===== config.mk =====
export PLATFORM = sky130hd
export DESIGN_NAME = pattern_round_ctrl
export DESIGN_NICKNAME = d
export VERILOG_FILES = /design/src/rtl/pattern_round_ctrl.sv
export SDC_FILE = /design/constraint.sdc
export NUM_CORES = 1
export LEC_CHECK = 0
export ABC_AREA = 1
export CORE_MARGIN = 10
export CORE_UTILIZATION = 50
export DETAILED_ROUTE_END_ITERATION = 7
export PLACE_DENSITY = 0.84
export SYNTH_ARGS = -nofsm -noshare
export SYNTH_HDL_FRONTEND = slang
export SYNTH_SLANG_ARGS = --single-unit

===== constraint.sdc =====
create_clock -name clk -period 3.2 [get_ports clk]
set_clock_uncertainty 0.05 [all_clocks]
set_input_delay 0.32 -clock clk [delete_from_list [all_inputs] [get_ports clk]]
set_output_delay 0.32 -clock clk [all_outputs]
set_load 0.03 [all_outputs]

===== src/rtl/pattern_round_ctrl.sv =====
// Round controller for the switch-pattern memory game.
// The controller shows a pseudo-random target on the LEDs for a fixed window.
// It then waits for the player's submit (or a timeout) and judges the guess.
// It emits one-cycle hit/miss pulses and keeps track of rounds, lives and game over.
//
// Handshake note: there is no valid/ready traffic on this block. Buttons are
// level inputs turned into single-cycle strobes. hit/miss are single-cycle
// qualifiers that the score path consumes unconditionally (no backpressure).
module pattern_round_ctrl #(
    parameter int          SHOW_TICKS  = 200,
    parameter int          GUESS_TICKS = 1000,
    parameter int          LIVES       = 3,
    parameter logic [7:0]  SEED        = 8'hA5
) (
    input  logic       clk,
    input  logic       rst_n,
    input  logic       start,
    input  logic       submit,
    input  logic [7:0] guess,
    output logic [7:0] target,
    output logic       show,
    output logic       hit,
    output logic       miss,
    output logic [2:0] lives_left,
    output logic [7:0] round,
    output logic       game_over,
    output logic [2:0] dbg_state
);

    localparam int MAX_T = (SHOW_TICKS > GUESS_TICKS) ? SHOW_TICKS : GUESS_TICKS;
    localparam int TW    = (MAX_T > 2) ? $clog2(MAX_T) : 1;
    localparam logic [TW-1:0] SHOW_LOAD  = TW'(SHOW_TICKS - 1);
    localparam logic [TW-1:0] GUESS_LOAD = TW'(GUESS_TICKS - 1);
    localparam logic [7:0]    SEED_EFF   = (SEED == 8'h00) ? 8'h01 : SEED;
    localparam logic [2:0]    LIVES_INIT = 3'(LIVES);

    typedef enum logic [2:0] {
        ST_IDLE  = 3'd0,
        ST_LOAD  = 3'd1,
        ST_SHOW  = 3'd2,
        ST_GUESS = 3'd3,
        ST_JUDGE = 3'd4,
        ST_OVER  = 3'd5
    } state_t;

    state_t        state, next_state;
    logic [7:0]    lfsr;
    logic [TW-1:0] timer;
    logic          start_s1, start_s2, start_s3, start_stb;
    logic          submit_s1, submit_s2, submit_s3, submit_stb;
    logic          load_target, load_show, load_guess, dec_timer;
    logic          judge_hit, judge_miss, restart;

    // Button synchronisers with registered rising-edge strobes (held buttons do not repeat)
    always_ff @(posedge clk or negedge rst_n) begin
        if (!rst_n) begin
            start_s1   <= 1'b0;
            start_s2   <= 1'b0;
            start_s3   <= 1'b0;
            start_stb  <= 1'b0;
            submit_s1  <= 1'b0;
            submit_s2  <= 1'b0;
            submit_s3  <= 1'b0;
            submit_stb <= 1'b0;
        end else begin
            start_s1   <= start;
            start_s2   <= start_s1;
            start_s3   <= start_s2;
            start_stb  <= start_s2 & ~start_s3;
            submit_s1  <= submit;
            submit_s2  <= submit_s1;
            submit_s3  <= submit_s2;
            submit_stb <= submit_s2 & ~submit_s3;
        end
    end

    // State register
    always_ff @(posedge clk or negedge rst_n) begin
        if (!rst_n) state <= ST_IDLE;
        else        state <= next_state;
    end

    // Next-state and datapath control; the guess is judged on the GUESS->JUDGE edge
    always_comb begin
        next_state  = state;
        load_target = 1'b0;
        load_show   = 1'b0;
        load_guess  = 1'b0;
        dec_timer   = 1'b0;
        judge_hit   = 1'b0;
        judge_miss  = 1'b0;
        restart     = 1'b0;
        case (state)
            ST_IDLE: begin
                if (start_stb) next_state = ST_LOAD;
            end
            ST_LOAD: begin
                load_target = 1'b1;
                load_show   = 1'b1;
                next_state  = ST_SHOW;
            end
            ST_SHOW: begin
                if (timer == '0) begin
                    load_guess = 1'b1;
                    next_state = ST_GUESS;
                end else begin
                    dec_timer = 1'b1;
                end
            end
            ST_GUESS: begin
                // A submit in the expiry cycle beats the timeout
                if (submit_stb) begin
                    next_state = ST_JUDGE;
                    if (guess == target) judge_hit  = 1'b1;
                    else                 judge_miss = 1'b1;
                end else if (timer == '0) begin
                    next_state = ST_JUDGE;
                    judge_miss = 1'b1;
                end else begin
                    dec_timer = 1'b1;
                end
            end
            ST_JUDGE: begin
                if (hit) begin
                    next_state = ST_LOAD;
                end else if (lives_left == 3'd0) begin
                    next_state = ST_OVER;
                end else begin
                    load_show  = 1'b1;
                    next_state = ST_SHOW;
                end
            end
            ST_OVER: begin
                if (start_stb) begin
                    restart    = 1'b1;
                    next_state = ST_LOAD;
                end
            end
            default: next_state = ST_IDLE;
        endcase
    end

    // LFSR, target, timer, result pulses and round/lives counters
    always_ff @(posedge clk or negedge rst_n) begin
        if (!rst_n) begin
            lfsr       <= SEED_EFF;
            target     <= 8'h00;
            timer      <= '0;
            hit        <= 1'b0;
            miss       <= 1'b0;
            round      <= 8'h00;
            lives_left <= LIVES_INIT;
        end else begin
            lfsr <= {lfsr[6:0], lfsr[7] ^ lfsr[5] ^ lfsr[4] ^ lfsr[3]};
            hit  <= judge_hit;
            miss <= judge_miss;
            if (load_target) target <= lfsr;
            if (load_show)       timer <= SHOW_LOAD;
            else if (load_guess) timer <= GUESS_LOAD;
            else if (dec_timer)  timer <= timer - TW'(1);
            if (judge_hit && round != 8'hFF)     round      <= round + 8'd1;
            if (judge_miss && lives_left != 3'd0) lives_left <= lives_left - 3'd1;
            if (restart) begin
                round      <= 8'h00;
                lives_left <= LIVES_INIT;
            end
        end
    end

    assign show      = (state == ST_SHOW);
    assign game_over = (state == ST_OVER);
    assign dbg_state = state;

endmodule


Word-level counts from Yosys, hierarchy flattened
Cells that the tools add are included.
Cells by class
  $add $sub $neg: 3
  multiply operators: 0
  divide/modulo/power cells: 0
  magnitude comparators: 0
  equal/unequal tests: 10
  shift-type cells: 0
  muxes and demuxes: 31
  bitwise logic cells: 7
  reduce and logical (&&, ||, !) cells: 11
Operator list (number)
  10-bit 2-to-1 mux: 3
  3-bit 2-to-1 mux: 8
  8-bit 2-to-1 mux: 2
  1-bit 2-to-1 mux: 15
  3-bit case mux with 5 select lines: 1
  10-bit logical NOT: 1
  10-bit by 1-bit subtractor with 10-bit output, second input constant: 1
  8-bit by 1-bit adder with 8-bit output, second input constant: 1
  8-bit equality test: 1
  8-bit != test, second input constant: 1
  3-bit by 2-bit equality test with 1-bit output, second input constant: 2
  3-bit equality test, second input constant: 2
  3-bit logical NOT: 2
  3-bit nonzero test: 2
  2-bit by 1-bit != test with 1-bit output, second input constant: 2
  1-bit case mux with 2 select lines: 2
  2-bit nonzero test: 2
  3-bit by 1-bit equality test with 1-bit output, second input constant: 1
  3-bit != test, second input constant: 1
  3-bit AND reduction: 1
  3-bit by 1-bit subtractor with 3-bit output, second input constant: 1
  1-bit bitwise XOR: 3
  1-bit bitwise AND: 2
  1-bit logical AND: 2
  2 further kinds: 3
Storage, ports and cells
  bits in registers: 50
  bits in latches: 0
  bits in writable memories: 0
  ROM bits: 0
  input port bits: 12
  logic and storage cells: 78
  memories kept: 0

Depth between registers and ports, before layout
  depth in word-level cells: 7
  mapped depth: 12

Least setup slack after synthesis
OpenSTA, ideal clock, no wires.
  kind: register to register
  start: register state[0] (netlist: dbg_state[0])
  end: register round[5]
  setup time: 118 ps
  arrival time: 1811 ps
  path slack: 1221 ps
  cell stages (with the launch flop): 7
  path buffers: 1
  period minus slack after synthesis: 1979 ps
  cell sequence: dfrtp_1 > nand2_1 > nor2_1 > nand2_1 > buf_2 > nand3_1 > nand2_1
On the way
  elaborated cells between the ends (all ways): 7
  classes of those cells: 2 x eq/ne; 3 x mux; 2 x reduce/logical
RTL lines
  start: declaration: RTL line 46  | state_t state, next_state;
  start signal: assignment: RTL line 80  | else state <= next_state;
  3-bit equality test *
  via game_over: RTL line 26  | output logic game_over,
  1-bit 2-to-1 mux *: RTL line 93  | case (state)
  8-bit 2-to-1 mux / 2-bit nonzero test (equally long branches)
  end signal: assignment: RTL line 161  | if (judge_hit && round != 8'hFF) round <= round + 8'd1;
  end: declaration: RTL line 25  | output logic [7:0] round,
The timed path passes the listed nets; every way through them passes the cells marked *.
A chain may end at the register's enable or synchronous reset.

Worst setup path after layout
  start: register state[2] (netlist: dbg_state[2])
  end: output show
On the way
  word-level cells in the longest chain between the ends: 1
Ends and longest elaborated chain
  3-bit by 2-bit equality test with 1-bit output: RTL line 170  | assign show = (state == ST_SHOW);
  end: declaration: RTL line 21  | output logic show,
Every way passes these cells.

==> metrics <==
R2R cell count=10; critical path data required time=2.83 ns; largest net degree at the start of global routing=50; Final Max Tran Viols=0; Pwr Density=664 nW/um2; R2R setup slack=1.25 ns; Yosys Warn Count=0; final net count=365; dpl cells=409; max_cap viols=0; area of the mapped netlist=2500 um2; Via Count=2123; Hold Crit Class=primary input to async pin; I/O pins=38; non-filler cells, final=417; antenna fix cells=0; Final Hold Viols=0; CTS buffer count=5; Clock Sinks=50; Final period util=71.2%; CTS Hold Bufs=0; site row count=25; DP HPWL=4150 um; vias per cell=5.09; syn avg cell area=8.18 um2; Synth top cells by count=77 x nand2_1, 44 x dfrtp_1, 39 x inv_1; GPL Wtd Cong=0.853; Hold WS=0.131 ns; status=finished clean; Post-CTS Setup Inserts=0; Slew headroom=30.9%; Slew @ Worst Pin=1.04 ns; Core Region=4790 um2; Register Area=1260 um2; Starting Density=52.3%; CP Cell Sequence=inv_2 -> nand2_1 -> nor2_1 -> clkdlybuf4s50_1; Crit Path Class=flip-flop to output pin; area share of the largest cell type after synthesis=44.0%; final wirelength=5430 um; initial antenna violation count=0; total track usage=14.0%; cell taking the most area after synthesis=dfrtp_1; Setup-failing EPs final=0; Worst-Skew Late Latency=0.31 ns; worst path buffer plus inverter count=2; register bit total from synthesis=50; CP max stage delay=0.73 ns; post-CTS resize count=0; antenna violation net count after detailed routing=0; start of the worst register-to-register path=timer[0]; startpoint type of the worst setup path=flip-flop; count of input and output buffers=37; top cell family by delay on the critical path=buffers and inverters; first-pass iteration count of the detailed router=4; setup TNS=0 ns; Top FF cell, synth=dfrtp_1; die footprint=8230 um2; vias in the first global route=2078; Cell variety after synth=34; Tmin final=2.28 ns; Slowest-stage cell, CP=clkdlybuf4s50_1; CTS tree=done; DRT iter0 DRCs=162; drt drc=0; Reg-to-Reg End=dbg_state[0]; most instantiated library cell after synthesis=nand2_1; WP data arrival=1.91 ns; grt ovf=0; Worst VDD drop=0.000445 V; number of flops mapped to enable cells by yosys=0; P_leak=1.48 nW; Power Total=2.04 mW; CTS clock-pin slew for the worst setup and hold paths=0.10 ns; Root Driver=clkbuf_8; first-pass GRT wire length=9520 um; layout cells sized above 1=11.1%; Layout area overhead=22.5%; crit end category=output pin; DR WL/cell=13.0 um; Die X=90.7 um; multi-input gate area in the final layout=1050 um2; Post-Syn Instances=306; FILL cells=389; worst-path maximum fanout=6; Synth area leaders=dfrtp_1 44%, nand2_1 12%, dfstp_2 6.3%; RSZ-0062 raised after global routing=no; clock tree buffer depth=2; H-tree depth=2; Synth Net Count=322; post-synthesis async set-or-reset flop share=100%; f_max=0.439 GHz; sequential area share after synthesis=50.3%; die height=90.7 um
-- through the flow --
stage	util, %	setup WS (ns)	instance area [um2]
final	64.0	0.920	3060
after global routing	64.0	0.772	3060
after CTS	64.0	0.893	3060
after detailed placement	61.6	1.25	2950
after global placement	61.6	1.25	2950
after floorplan	-	1.22	2500
-- worst max path at each step --
stage | start | end | slack (ns) | depth (start not counted)
2_1_floorplan | dbg_state[0] | round[5] | 1.22 | 6
3_5_place_dp | guess[3] | round[0] | 1.25 | 11
6_report | dbg_state[2] | show | 0.92 | 4
4_1_cts | dbg_state[2] | show | 0.89 | 4
3_3_place_gp | dbg_state[2] | show | 1.25 | 4
5_1_grt | dbg_state[2] | show | 0.77 | 4
-- power breakdown --
group / switching (mW) / internal (mW)
logic: 0.506 / 0.267
clock network: 0.211 / 0.233
registers: 0.0865 / 0.733
total: 0.804 / 1.23
-- logic make-up after synthesis --
group,synth area share [%]
simple gates,27.8
buf+inv,7.55
flops,50.3
compound gates,8.20
xor+xnor,4.20
fa+ha+maj,2.00
-- cells in the final DEF (no fill, tap or decap), drive strengths merged, types with 3 or more instances in the layout --
master / netlist / layout
a21oi: 12 / 12
clkbuf: 1 / 5
clkdlybuf4s50: 0 / 36
dfrtp: 44 / 44
dfstp: 6 / 6
ha: 4 / 4
inv: 48 / 48
nand2: 82 / 82
nand3: 26 / 26
nand4: 10 / 10
nor2: 30 / 30
o21ai: 20 / 20
xnor2: 3 / 3
xor2: 9 / 9
-- per-layer routing --
metal / part of all wire (%) / global-route usage, % / vias up
met2: 50 / 24.1 / 59
met3: 5.2 / 4.24 / 11
met1: 42 / 15.4 / 997
met5: 0 / 0 / -
met4: 2.5 / 6.23 / 0
li1: - / - / 1056
-- cell type report --
class                   count  share of cell area [%]
inverters                  48                    5.88
flip-flops and latches     50                    41.1
well taps                  67                    2.74
clock inverters             3                    1.47
multi-input cells         206                    34.4
repair buffers             38                    12.2
clock buffers               5                    2.25
-- state kept, by name (all words and copies together), names as in the netlist, 3 cells and up --
name and flops:
lives_left 3, timer 10, target 8, round 8, lfsr 8, dbg_state 3
Power figures use the tool's default switching activity.
